`src/rtl/hazard_ctrl_if.sv`:
```
// Purpose: bundles the Decode/Execute/Memory/Writeback hazard inputs and the
//          forwarding, stall, flush and perf outputs of the hazard unit.
// Latency: none (wiring only). Backpressure: none; stalls are carried as signals.
// Ports:   master = pipeline side (drives register ids/enables, receives controls)
//          slave  = hazard_ctrl (receives register ids/enables, drives controls)
interface hazard_ctrl_if #(
    parameter int REG_AW = 5,
    parameter int PERF_W = 16
);
    logic [REG_AW-1:0] rs1_d;
    logic [REG_AW-1:0] rs2_d;
    logic [REG_AW-1:0] rs1_e;
    logic [REG_AW-1:0] rs2_e;
    logic [REG_AW-1:0] rd_e;
    logic              resultsrc_e;
    logic              mc_start_e;
    logic              pcsrc_e;
    logic [REG_AW-1:0] rd_m;
    logic              regwrite_m;
    logic [REG_AW-1:0] rd_w;
    logic              regwrite_w;

    logic [1:0]        forward_a_e;
    logic [1:0]        forward_b_e;
    logic              stall_f;
    logic              stall_d;
    logic              stall_e;
    logic              flush_d;
    logic              flush_e;
    logic              bubble_m;
    logic              mc_busy;
    logic              mc_done;
    logic [PERF_W-1:0] perf_stall_cnt;
    logic [PERF_W-1:0] perf_flush_cnt;

    modport master (
        output rs1_d, rs2_d, rs1_e, rs2_e, rd_e, resultsrc_e, mc_start_e, pcsrc_e,
               rd_m, regwrite_m, rd_w, regwrite_w,
        input  forward_a_e, forward_b_e, stall_f, stall_d, stall_e, flush_d, flush_e,
               bubble_m, mc_busy, mc_done, perf_stall_cnt, perf_flush_cnt
    );

    modport slave (
        input  rs1_d, rs2_d, rs1_e, rs2_e, rd_e, resultsrc_e, mc_start_e, pcsrc_e,
               rd_m, regwrite_m, rd_w, regwrite_w,
        output forward_a_e, forward_b_e, stall_f, stall_d, stall_e, flush_d, flush_e,
               bubble_m, mc_busy, mc_done, perf_stall_cnt, perf_flush_cnt
    );
endinterface

```
`src/rtl/hazard_ctrl.sv`:
```
// Purpose: pipeline hazard unit - forwarding selects, load-use stall, branch flush,
//          multicycle-execute interlock (IDLE/BUSY/DONE FSM) and optional perf counters.
// Latency: forwarding/stall/flush are combinational; multicycle op stalls MC_LAT-1 cycles.
// Backpressure: drives stall_f/d/e and bubble_m; never stalled itself.
// Ports:   clk, rst (async active-low), hif (hazard_ctrl_if.slave).
// Option:  define HAZARD_PERF_EN to build the saturating stall/flush counters;
//          otherwise perf_stall_cnt/perf_flush_cnt are tied to zero.
module hazard_ctrl #(
    parameter int REG_AW = 5,
    parameter int MC_LAT = 4,
    parameter int PERF_W = 16
) (
    input  logic         clk,
    input  logic         rst,
    hazard_ctrl_if.slave hif
);

    generate
        if (MC_LAT < 2) begin : g_bad_mc_lat
            $error("hazard_ctrl: MC_LAT must be >= 2");
        end
    endgenerate

    localparam int CNT_W = ($clog2(MC_LAT) > 0) ? $clog2(MC_LAT) : 1;
    localparam logic [CNT_W-1:0] CNT_LOAD = CNT_W'(MC_LAT - 2);

    typedef enum logic [1:0] {
        IDLE = 2'd0,
        BUSY = 2'd1,
        DONE = 2'd2
    } mc_state_t;

    mc_state_t        state_q, state_d;
    logic [CNT_W-1:0] cnt_q, cnt_d;

    // Forwarding select for one Execute operand; M beats W, x0 never forwards.
    function automatic logic [1:0] fwd_sel(
        input logic [REG_AW-1:0] rs,
        input logic [REG_AW-1:0] rd_m,
        input logic              regwrite_m,
        input logic [REG_AW-1:0] rd_w,
        input logic              regwrite_w
    );
        logic [1:0] sel;
        sel = 2'b00;
        if (rs != '0) begin
            if (regwrite_m && (rd_m == rs))      sel = 2'b10;
            else if (regwrite_w && (rd_w == rs)) sel = 2'b01;
        end
        return sel;
    endfunction

    // Raw (reset-ungated) control terms; the port outputs are masked by rst below.
    logic       mc_stall;
    logic       load_use;
    logic       branch;
    logic       stall_raw;
    logic       flush_d_raw;
    logic       flush_e_raw;
    logic [1:0] fwd_a;
    logic [1:0] fwd_b;

    always_comb begin
        fwd_a = fwd_sel(hif.rs1_e, hif.rd_m, hif.regwrite_m, hif.rd_w, hif.regwrite_w);
        fwd_b = fwd_sel(hif.rs2_e, hif.rd_m, hif.regwrite_m, hif.rd_w, hif.regwrite_w);

        // Interlock is live from the cycle the op is first seen in E (IDLE) through BUSY.
        mc_stall = ((state_q == IDLE) && hif.mc_start_e) || (state_q == BUSY);

        // A taken branch discards the younger Decode instruction, so load-use is moot.
        branch   = hif.pcsrc_e && !mc_stall;
        load_use = hif.resultsrc_e && (hif.rd_e != '0)
                && ((hif.rd_e == hif.rs1_d) || (hif.rd_e == hif.rs2_d))
                && !hif.pcsrc_e && !mc_stall;

        stall_raw   = mc_stall || load_use;
        flush_d_raw = branch;
        flush_e_raw = branch || load_use;
    end

    // Multicycle FSM: load MC_LAT-2, leave BUSY when the count reaches 1 so the
    // stall window covers exactly MC_LAT-1 cycles, then one DONE cycle.
    always_comb begin
        state_d = state_q;
        cnt_d   = cnt_q;
        case (state_q)
            IDLE: begin
                if (hif.mc_start_e) begin
                    cnt_d   = CNT_LOAD;
                    state_d = (MC_LAT == 2) ? DONE : BUSY;
                end
            end
            BUSY: begin
                if (cnt_q <= CNT_W'(1)) begin
                    cnt_d   = '0;
                    state_d = DONE;
                end else begin
                    cnt_d = cnt_q - CNT_W'(1);
                end
            end
            DONE: begin
                // The finishing op is still in E here, so mc_start_e is not a new request.
                state_d = IDLE;
            end
            default: begin
                state_d = IDLE;
                cnt_d   = '0;
            end
        endcase
    end

    always_ff @(posedge clk or negedge rst) begin
        if (!rst) begin
            state_q <= IDLE;
            cnt_q   <= '0;
        end else begin
            state_q <= state_d;
            cnt_q   <= cnt_d;
        end
    end

    // Every output reads zero while reset is held, including the combinational ones.
    assign hif.forward_a_e = rst ? fwd_a : 2'b00;
    assign hif.forward_b_e = rst ? fwd_b : 2'b00;
    assign hif.stall_f     = rst && stall_raw;
    assign hif.stall_d     = rst && stall_raw;
    assign hif.stall_e     = rst && mc_stall;
    assign hif.flush_d     = rst && flush_d_raw;
    assign hif.flush_e     = rst && flush_e_raw;
    assign hif.bubble_m    = rst && mc_stall;
    assign hif.mc_busy     = rst && mc_stall;
    assign hif.mc_done     = rst && (state_q == DONE);

`ifdef HAZARD_PERF_EN
    logic [PERF_W-1:0] perf_stall_q, perf_stall_d;
    logic [PERF_W-1:0] perf_flush_q, perf_flush_d;

    // Saturating counters: hold at all-ones rather than wrap.
    always_comb begin
        perf_stall_d = perf_stall_q;
        perf_flush_d = perf_flush_q;
        if (stall_raw && (perf_stall_q != '1))
            perf_stall_d = perf_stall_q + PERF_W'(1);
        if ((flush_d_raw || flush_e_raw) && (perf_flush_q != '1))
            perf_flush_d = perf_flush_q + PERF_W'(1);
    end

    always_ff @(posedge clk or negedge rst) begin
        if (!rst) begin
            perf_stall_q <= '0;
            perf_flush_q <= '0;
        end else begin
            perf_stall_q <= perf_stall_d;
            perf_flush_q <= perf_flush_d;
        end
    end

    assign hif.perf_stall_cnt = perf_stall_q;
    assign hif.perf_flush_cnt = perf_flush_q;
`else
    assign hif.perf_stall_cnt = {PERF_W{1'b0}};
    assign hif.perf_flush_cnt = {PERF_W{1'b0}};
`endif

endmodule

```
`src/flat_wrapper.sv`:
```
// flat-port wrapper written by rule: the top's interface ports become plain ports
module hazard_ctrl_flat 
#(
    parameter int REG_AW = 5,
    parameter int MC_LAT = 4,
    parameter int PERF_W = 16
)
  (clk, rst, hif_rs1_d, hif_rs2_d, hif_rs1_e, hif_rs2_e, hif_rd_e, hif_resultsrc_e, hif_mc_start_e, hif_pcsrc_e, hif_rd_m, hif_regwrite_m, hif_rd_w, hif_regwrite_w, hif_forward_a_e, hif_forward_b_e, hif_stall_f, hif_stall_d, hif_stall_e, hif_flush_d, hif_flush_e, hif_bubble_m, hif_mc_busy, hif_mc_done, hif_perf_stall_cnt, hif_perf_flush_cnt);
  hazard_ctrl_if #(.REG_AW(REG_AW), .PERF_W(PERF_W)) hif_i ();
  input  logic clk;
  input  logic rst;
  input wire logic [$bits(hif_i.rs1_d)-1:0] hif_rs1_d;
  input wire logic [$bits(hif_i.rs2_d)-1:0] hif_rs2_d;
  input wire logic [$bits(hif_i.rs1_e)-1:0] hif_rs1_e;
  input wire logic [$bits(hif_i.rs2_e)-1:0] hif_rs2_e;
  input wire logic [$bits(hif_i.rd_e)-1:0] hif_rd_e;
  input wire logic [$bits(hif_i.resultsrc_e)-1:0] hif_resultsrc_e;
  input wire logic [$bits(hif_i.mc_start_e)-1:0] hif_mc_start_e;
  input wire logic [$bits(hif_i.pcsrc_e)-1:0] hif_pcsrc_e;
  input wire logic [$bits(hif_i.rd_m)-1:0] hif_rd_m;
  input wire logic [$bits(hif_i.regwrite_m)-1:0] hif_regwrite_m;
  input wire logic [$bits(hif_i.rd_w)-1:0] hif_rd_w;
  input wire logic [$bits(hif_i.regwrite_w)-1:0] hif_regwrite_w;
  output wire logic [$bits(hif_i.forward_a_e)-1:0] hif_forward_a_e;
  output wire logic [$bits(hif_i.forward_b_e)-1:0] hif_forward_b_e;
  output wire logic [$bits(hif_i.stall_f)-1:0] hif_stall_f;
  output wire logic [$bits(hif_i.stall_d)-1:0] hif_stall_d;
  output wire logic [$bits(hif_i.stall_e)-1:0] hif_stall_e;
  output wire logic [$bits(hif_i.flush_d)-1:0] hif_flush_d;
  output wire logic [$bits(hif_i.flush_e)-1:0] hif_flush_e;
  output wire logic [$bits(hif_i.bubble_m)-1:0] hif_bubble_m;
  output wire logic [$bits(hif_i.mc_busy)-1:0] hif_mc_busy;
  output wire logic [$bits(hif_i.mc_done)-1:0] hif_mc_done;
  output wire logic [$bits(hif_i.perf_stall_cnt)-1:0] hif_perf_stall_cnt;
  output wire logic [$bits(hif_i.perf_flush_cnt)-1:0] hif_perf_flush_cnt;
  assign hif_i.rs1_d = hif_rs1_d;
  assign hif_i.rs2_d = hif_rs2_d;
  assign hif_i.rs1_e = hif_rs1_e;
  assign hif_i.rs2_e = hif_rs2_e;
  assign hif_i.rd_e = hif_rd_e;
  assign hif_i.resultsrc_e = hif_resultsrc_e;
  assign hif_i.mc_start_e = hif_mc_start_e;
  assign hif_i.pcsrc_e = hif_pcsrc_e;
  assign hif_i.rd_m = hif_rd_m;
  assign hif_i.regwrite_m = hif_regwrite_m;
  assign hif_i.rd_w = hif_rd_w;
  assign hif_i.regwrite_w = hif_regwrite_w;
  assign hif_forward_a_e = hif_i.forward_a_e;
  assign hif_forward_b_e = hif_i.forward_b_e;
  assign hif_stall_f = hif_i.stall_f;
  assign hif_stall_d = hif_i.stall_d;
  assign hif_stall_e = hif_i.stall_e;
  assign hif_flush_d = hif_i.flush_d;
  assign hif_flush_e = hif_i.flush_e;
  assign hif_bubble_m = hif_i.bubble_m;
  assign hif_mc_busy = hif_i.mc_busy;
  assign hif_mc_done = hif_i.mc_done;
  assign hif_perf_stall_cnt = hif_i.perf_stall_cnt;
  assign hif_perf_flush_cnt = hif_i.perf_flush_cnt;
  hazard_ctrl #(.REG_AW(REG_AW), .MC_LAT(MC_LAT), .PERF_W(PERF_W)) u_core (.clk(clk), .rst(rst), .hif(hif_i));
endmodule
```
`config.mk`:
```
export PLATFORM = sky130hd
export DESIGN_NAME = hazard_ctrl_flat
export DESIGN_NICKNAME = d
export VERILOG_FILES = /design/src/rtl/hazard_ctrl_if.sv /design/src/rtl/hazard_ctrl.sv /design/src/flat_wrapper.sv
export SDC_FILE = /design/constraint.sdc
export NUM_CORES = 1
export LEC_CHECK = 0
export ABC_CLOCK_PERIOD_IN_PS = 2200
export BUFFER_PORTS_ARGS = -buffer_cell sky130_fd_sc_hd__buf_2
export CORE_UTILIZATION = 39
export DETAILED_ROUTE_END_ITERATION = 16
export GPL_ROUTABILITY_DRIVEN = 0
export GPL_TIMING_DRIVEN = 0
export PLACE_DENSITY = 0.85
export SLEW_MARGIN = 20
export SYNTH_ARGS = -nofsm -noshare
export SYNTH_HDL_FRONTEND = slang
export SYNTH_SLANG_ARGS = --single-unit
```
`constraint.sdc`:
```
create_clock -name clk -period 2.2 [get_ports clk]
set_clock_uncertainty 0.1 [all_clocks]
set_input_delay 0.33 -clock clk [delete_from_list [all_inputs] [get_ports clk]]
set_output_delay 0.33 -clock clk [all_outputs]
set_load 0.02 [all_outputs]
```
# ---- After elaboration in Yosys (flattened, before gate mapping)
# Index checks and enable logic that the tools add are counted.
# Widths: inputs -> output; s select.
dict set report classes {
  addsub 1
  n_lt_le_gt_ge 1
  eq_ne 10
  muxes 14
  n_bitwise 1
  reduce_logical 27
}
# cell count
set ops {}
lappend ops {{$eq 5x5->1} 6}
lappend ops {{$mux 2} 10}
lappend ops {{$logic_and 1x1->1} 15}
lappend ops {{$reduce_bool 5->1} 3}
lappend ops {{$pmux 2 s3} 1}
lappend ops {{$logic_or 1x1->1} 4}
lappend ops {{$ne 2x2->1 const B} 2}
lappend ops {{$pmux 2 s2} 1}
lappend ops {{$reduce_and 2->1} 2}
lappend ops {{$eq 2x1->1 const B} 1}
lappend ops {{$eq 2x2->1 const B} 1}
lappend ops {{$le 2x1->1 const B} 1}
lappend ops {{$logic_not 1->1} 2}
lappend ops {{$logic_not 2->1} 1}
lappend ops {{$mux 1} 2}
lappend ops {{$sub 2x1->2 const B} 1}
lappend ops {{$not 1->1} 1}
dict set report totals {
  reg_bits 4
  output_inout_bits 44
}

# ---- Logic depth before layout (Yosys ltp)
dict set report depth {
  ltp_word 7
  mapped_depth 5
}

# ---- Least setup slack after synthesis
# Ideal clock, no wire load.
dict set report synth_path {
  kind {input to output}
  start {input hif_rd_e[2]}
  end {output hif_stall_f}
  arrival_time_ns 1.928
  t_required_ns 1.770
  setup_slack_ns -0.158
  path_stages 5
  n_path_buf 1
  path_cell_list {xor2_1 -> nor3_2 -> a22oi_1 -> o41ai_1 -> buf_4}
}
dict set report synth_between {
  elab_chain_cells 7
}
# element line_no
set synth_rtl {}
lappend synth_rtl {{start, declared} flat_wrapper.sv:16} ;# input wire logic [$bits(hif_i.rd_e)-1:0] hif_rd_e;
lappend synth_rtl {{$eq 5x5->1 or $reduce_bool 5->1 (tied branches)} {hazard_ctrl.sv:73, hazard_ctrl.sv:72}}
lappend synth_rtl {{$logic_or 1x1->1 or $logic_and 1x1->1 (tied branches)} {hazard_ctrl.sv:73, hazard_ctrl.sv:72}}
lappend synth_rtl {{$logic_and 1x1->1 *} hazard_ctrl.sv:73} ;# && ((hif.rd_e == hif.rs1_d) || (hif.rd_e == hif.rs2_d))
lappend synth_rtl {{$logic_and 1x1->1 * (2 in a row)} hazard_ctrl.sv:74} ;# && !hif.pcsrc_e && !mc_stall;
lappend synth_rtl {{$logic_or 1x1->1 *} hazard_ctrl.sv:76} ;# stall_raw = mc_stall || load_use;
lappend synth_rtl {{$logic_and 1x1->1 *} -}
lappend synth_rtl {{end, declared} flat_wrapper.sv:26} ;# output wire logic [$bits(hif_i.stall_f)-1:0] hif_stall_f;
# Every way passes the cells marked *; elsewhere a longest branch is shown, timed or not.

# ---- Worst setup path after layout
dict set report layout_path {
  start {input hif_rd_e[2]}
  end {output hif_stall_f}
}
dict set report layout_between {
  elab_chain_cells 7
}
# element line_no
set layout_rtl {}
lappend layout_rtl {{$eq 5x5->1 or $reduce_bool 5->1 (tied branches)} {hazard_ctrl.sv:73, hazard_ctrl.sv:72}}
lappend layout_rtl {{$logic_or 1x1->1 or $logic_and 1x1->1 (tied branches)} {hazard_ctrl.sv:73, hazard_ctrl.sv:72}}
lappend layout_rtl {{$logic_and 1x1->1 *} hazard_ctrl.sv:73}
lappend layout_rtl {{$logic_and 1x1->1 * (2 in a row)} hazard_ctrl.sv:74}
lappend layout_rtl {{$logic_or 1x1->1 *} hazard_ctrl.sv:76}
lappend layout_rtl {{$logic_and 1x1->1 *} hazard_ctrl.sv:125} ;# assign hif.stall_f = rst && stall_raw;
# Marked as above.

==> results.json <==
{
  "floorplan.rows": 17,
  "cts_max_level": 1,
  "design.core.area_mm2": 0.002191,
  "report.final.hold_viol_count": 0,
  "cpMostUsedCell": "buf_2",
  "area_of_the_mapped_netlist_um2": 902.1,
  "crit_path_start_kind": "input port",
  "num_antenna_cells": 0,
  "detailed_place_hpwl_um": 1857,
  "pwr-share-seq_pct": 22.8,
  "crit-reg2reg-launch": "u_core.state_q[1]",
  "routed_wire_length_per_instance_um": 8.991,
  "drt_pass1_iterations": 4,
  "cts_root_buf": "clkbuf_4",
  "critical_path.cell_chain": "buf_2 > xor2_1 > nor3_2 > a22oi_1 > o41ai_2 > buf_4 > buf_2",
  "area_growth_pct": 50.62,
  "die_area_mm2": 0.002510,
  "synthCells": 114,
  "leakage_nw": 0.8010,
  "pin_count": 86,
  "clock_path_buffers": 2,
  "clock-sinks": 4,
  "vias_per_cell": 4.009,
  "crit_start": "hif_rd_e[2]",
  "slew_violations": 0,
  "largest_net_degree_at_the_start_of_global_routing": 10,
  "floorplan.initialDensity_pct": 41.18,
  "worst_ir_drop_vdd_mv": 0.4545,
  "wirelength_um": 2068,
  "arrival_ns": 1.60,
  "total_power_w": 0.0006722,
  "path_class": "input port to output port",
  "p_per_area_mw_per_mm2": 494.7,
  "timing.setup.tns_ns": 0,
  "grt_setup_unrepaired": "false",
  "timing.critical_path.to_type": "output port",
  "hold_path_class": "input port to flip-flop",
  "drtIter0Drc": 25,
  "clk_latency_ns": 0.23,
  "critical_path.slowest_cell": "o41ai_2",
  "via_count": 922,
  "synth.yosys.seq_area_share_pct": 11.10,
  "cts_setup_buffers": 0,
  "layout.cells.most_common_list": "buf_2, buf_4, conb_1, xor2_1, xnor2_1",
  "required_ns": 1.77,
  "remaining_drc_errors": 0,
  "outcome": "completed",
  "buffer_ports.inserted": 53,
  "clkTransAtPathRegs_ns": 0.04,
  "grt.overflow.total": 0,
  "pre_cts_ws_ns": 0.1768,
  "tritoncts.num_buffers": 3,
  "power.internal_w": 0.0003743,
  "die_y_um": 50.10,
  "cpPeakStageDelay_ns": 0.37,
  "synth_warnings": 0,
  "final_critical_path_setup_slack_ns": 0.1678,
  "critical_path.max_fanout": 3,
  "final_min_period_over_clock_period_pct": 92.37,
  "ys_seq_elements": 4,
  "postRouteAntennaNets": 0,
  "tritoncts_clock_tree": "built",
  "p_comb_share_pct": 64.1,
  "final_period_minus_worst_setup_slack_ns": 2.032,
  "final_net_count": 246,
  "count_of_different_cell_masters_after_synthesis": 25,
  "clockPowerShare_pct": 13.2,
  "syn_area_per_cell_um2": 7.913,
  "grtUsageTotal_pct": 16.56,
  "net_switching_power_of_the_design_w": 0.0002979,
  "layout_commonest_cell": "buf_2",
  "final_layout_size_suffix_gt1_share_pct": 47.03,
  "first_pass_grt_wire_length_um": 3160,
  "die_width_um": 50.10,
  "postCtsResizedCells": 0,
  "finalSetupViolations": 0,
  "timing.max_cap.violations": 0,
  "worstHoldStart": "hif_mc_start_e",
  "achievable-frequency_ghz": 0.4921,
  "first_global_vias": 780,
  "number_of_antenna_violations_at_the_first_check_in_global_routing": 0,
  "power.share.switching_pct": 44.31
}
## routing by layer
metal  vias to the layer above  share of wire (%)  GRT usage, %
met5                         -                  0             0
met4                         0                  0         8.095
met1                       376                 40         18.57
met3                         0                 10         3.395
met2                        52                 49         29.11
li1                        494                  -             -
## sequential cells by signal, summed over array words and instances (netlist names)
| register | cells |
|---|---|
| u_core.state_q | 2 |
| u_core.cnt_q | 2 |
## critical path: cells and delay by family
family          cells  cell delay (ns)
compound gates      2             0.50
buf+inv             3             0.43
simple gates        1             0.18
xor+xnor            1             0.16
## path summary, 6_finish.rpt
| check | slack (ns) | cells after the start | endpoint |
|---|---|---|---|
| setup / recovery | 0.17 | 7 | hif_stall_f |
| hold / removal | 0.28 | 3 | u_core.state_q[0] |
| setup reg to reg | 1.21 | 3 | u_core.cnt_q[1] |
| hold reg to reg | 0.41 | 1 | u_core.state_q[1] |
| max in group asynchronous | 1.36 | 2 | u_core.state_q[1] |
| min in group asynchronous | 0.47 | 2 | u_core.cnt_q[0] |
## final cells by class
cell class                 count  area, µm²
fill                         217      832.0
multi-input combinational    104      655.6
timing repair buffer          54      275.3
buffer                        35      262.8
sequential                     4      100.1
tap                           28      35.03
clock buffer                   3      22.52
inverter                       2      7.507
## cell families (layout without fill, tap and decap cells)
group / after synthesis / after routing / share of synthesized area, %
DFF: 4 / 4 / 11.10
xor gates and xnor gates: 30 / 30 / 29.13
buffers and inverters: 37 / 94 / 29.96
other: 1 / 32 / 0.4157
and+or+nand+nor: 36 / 36 / 24.41
AOI/OAI and AO/OA: 5 / 5 / 3.884
muxes: 1 / 1 / 1.110
## power groups by stage
stage	Combinational, W	Clock [W]	Sequential (W)
final	0.000431	0.0000885	0.000153
after CTS	0.000433	0.0000920	0.000151
after global placement	0.000425	0	0.000152
after detailed placement	0.000430	0	0.000152
after floorplan	0.000315	0	0.000143
after global routing	0.000468	0.000103	0.000160
## per-stage QoR
step | instance area (µm²) | instances | util (%) | hold slack (ns)
CTS | 1359 | 230 | 62.02 | 0.2839
finish | 1359 | 230 | 62.02 | 0.2820
floorplan | 1026 | 145 | - | -0.06559
global placement | 1326 | 226 | 60.54 | 0.08767
global route | 1359 | 230 | 62.02 | 0.2846
detailed placement | 1326 | 226 | 60.54 | 0.09148
## synth_stat cells (all sizes together)
cell type | n | share of area [%]
a22oi | 1 | 0.83
and3 | 2 | 1.4
and3b | 3 | 2.9
buf | 35 | 29
conb | 1 | 0.42
dfrtp | 4 | 11
inv | 2 | 0.83
mux2i | 1 | 1.1
nand2 | 2 | 0.83
nand2b | 1 | 0.69
nand3 | 3 | 1.7
nand3b | 1 | 0.83
nand4 | 2 | 1.4
nand4bb | 1 | 1.2
nor2 | 9 | 3.7
nor2b | 1 | 0.69
nor3 | 2 | 2.2
nor3b | 1 | 0.83
nor4 | 4 | 2.8
o21ai | 2 | 1.1
o41ai | 2 | 1.9
or2 | 1 | 0.69
or4 | 3 | 2.5
xnor2 | 12 | 12
xor2 | 18 | 17
## what timing repair did
item,in CTS,in global routing
hold endpoints to repair,4,0
hold buffers,1,0
setup endpoints to repair,0,0
No activity file was read; power rests on OpenSTA's default activity.
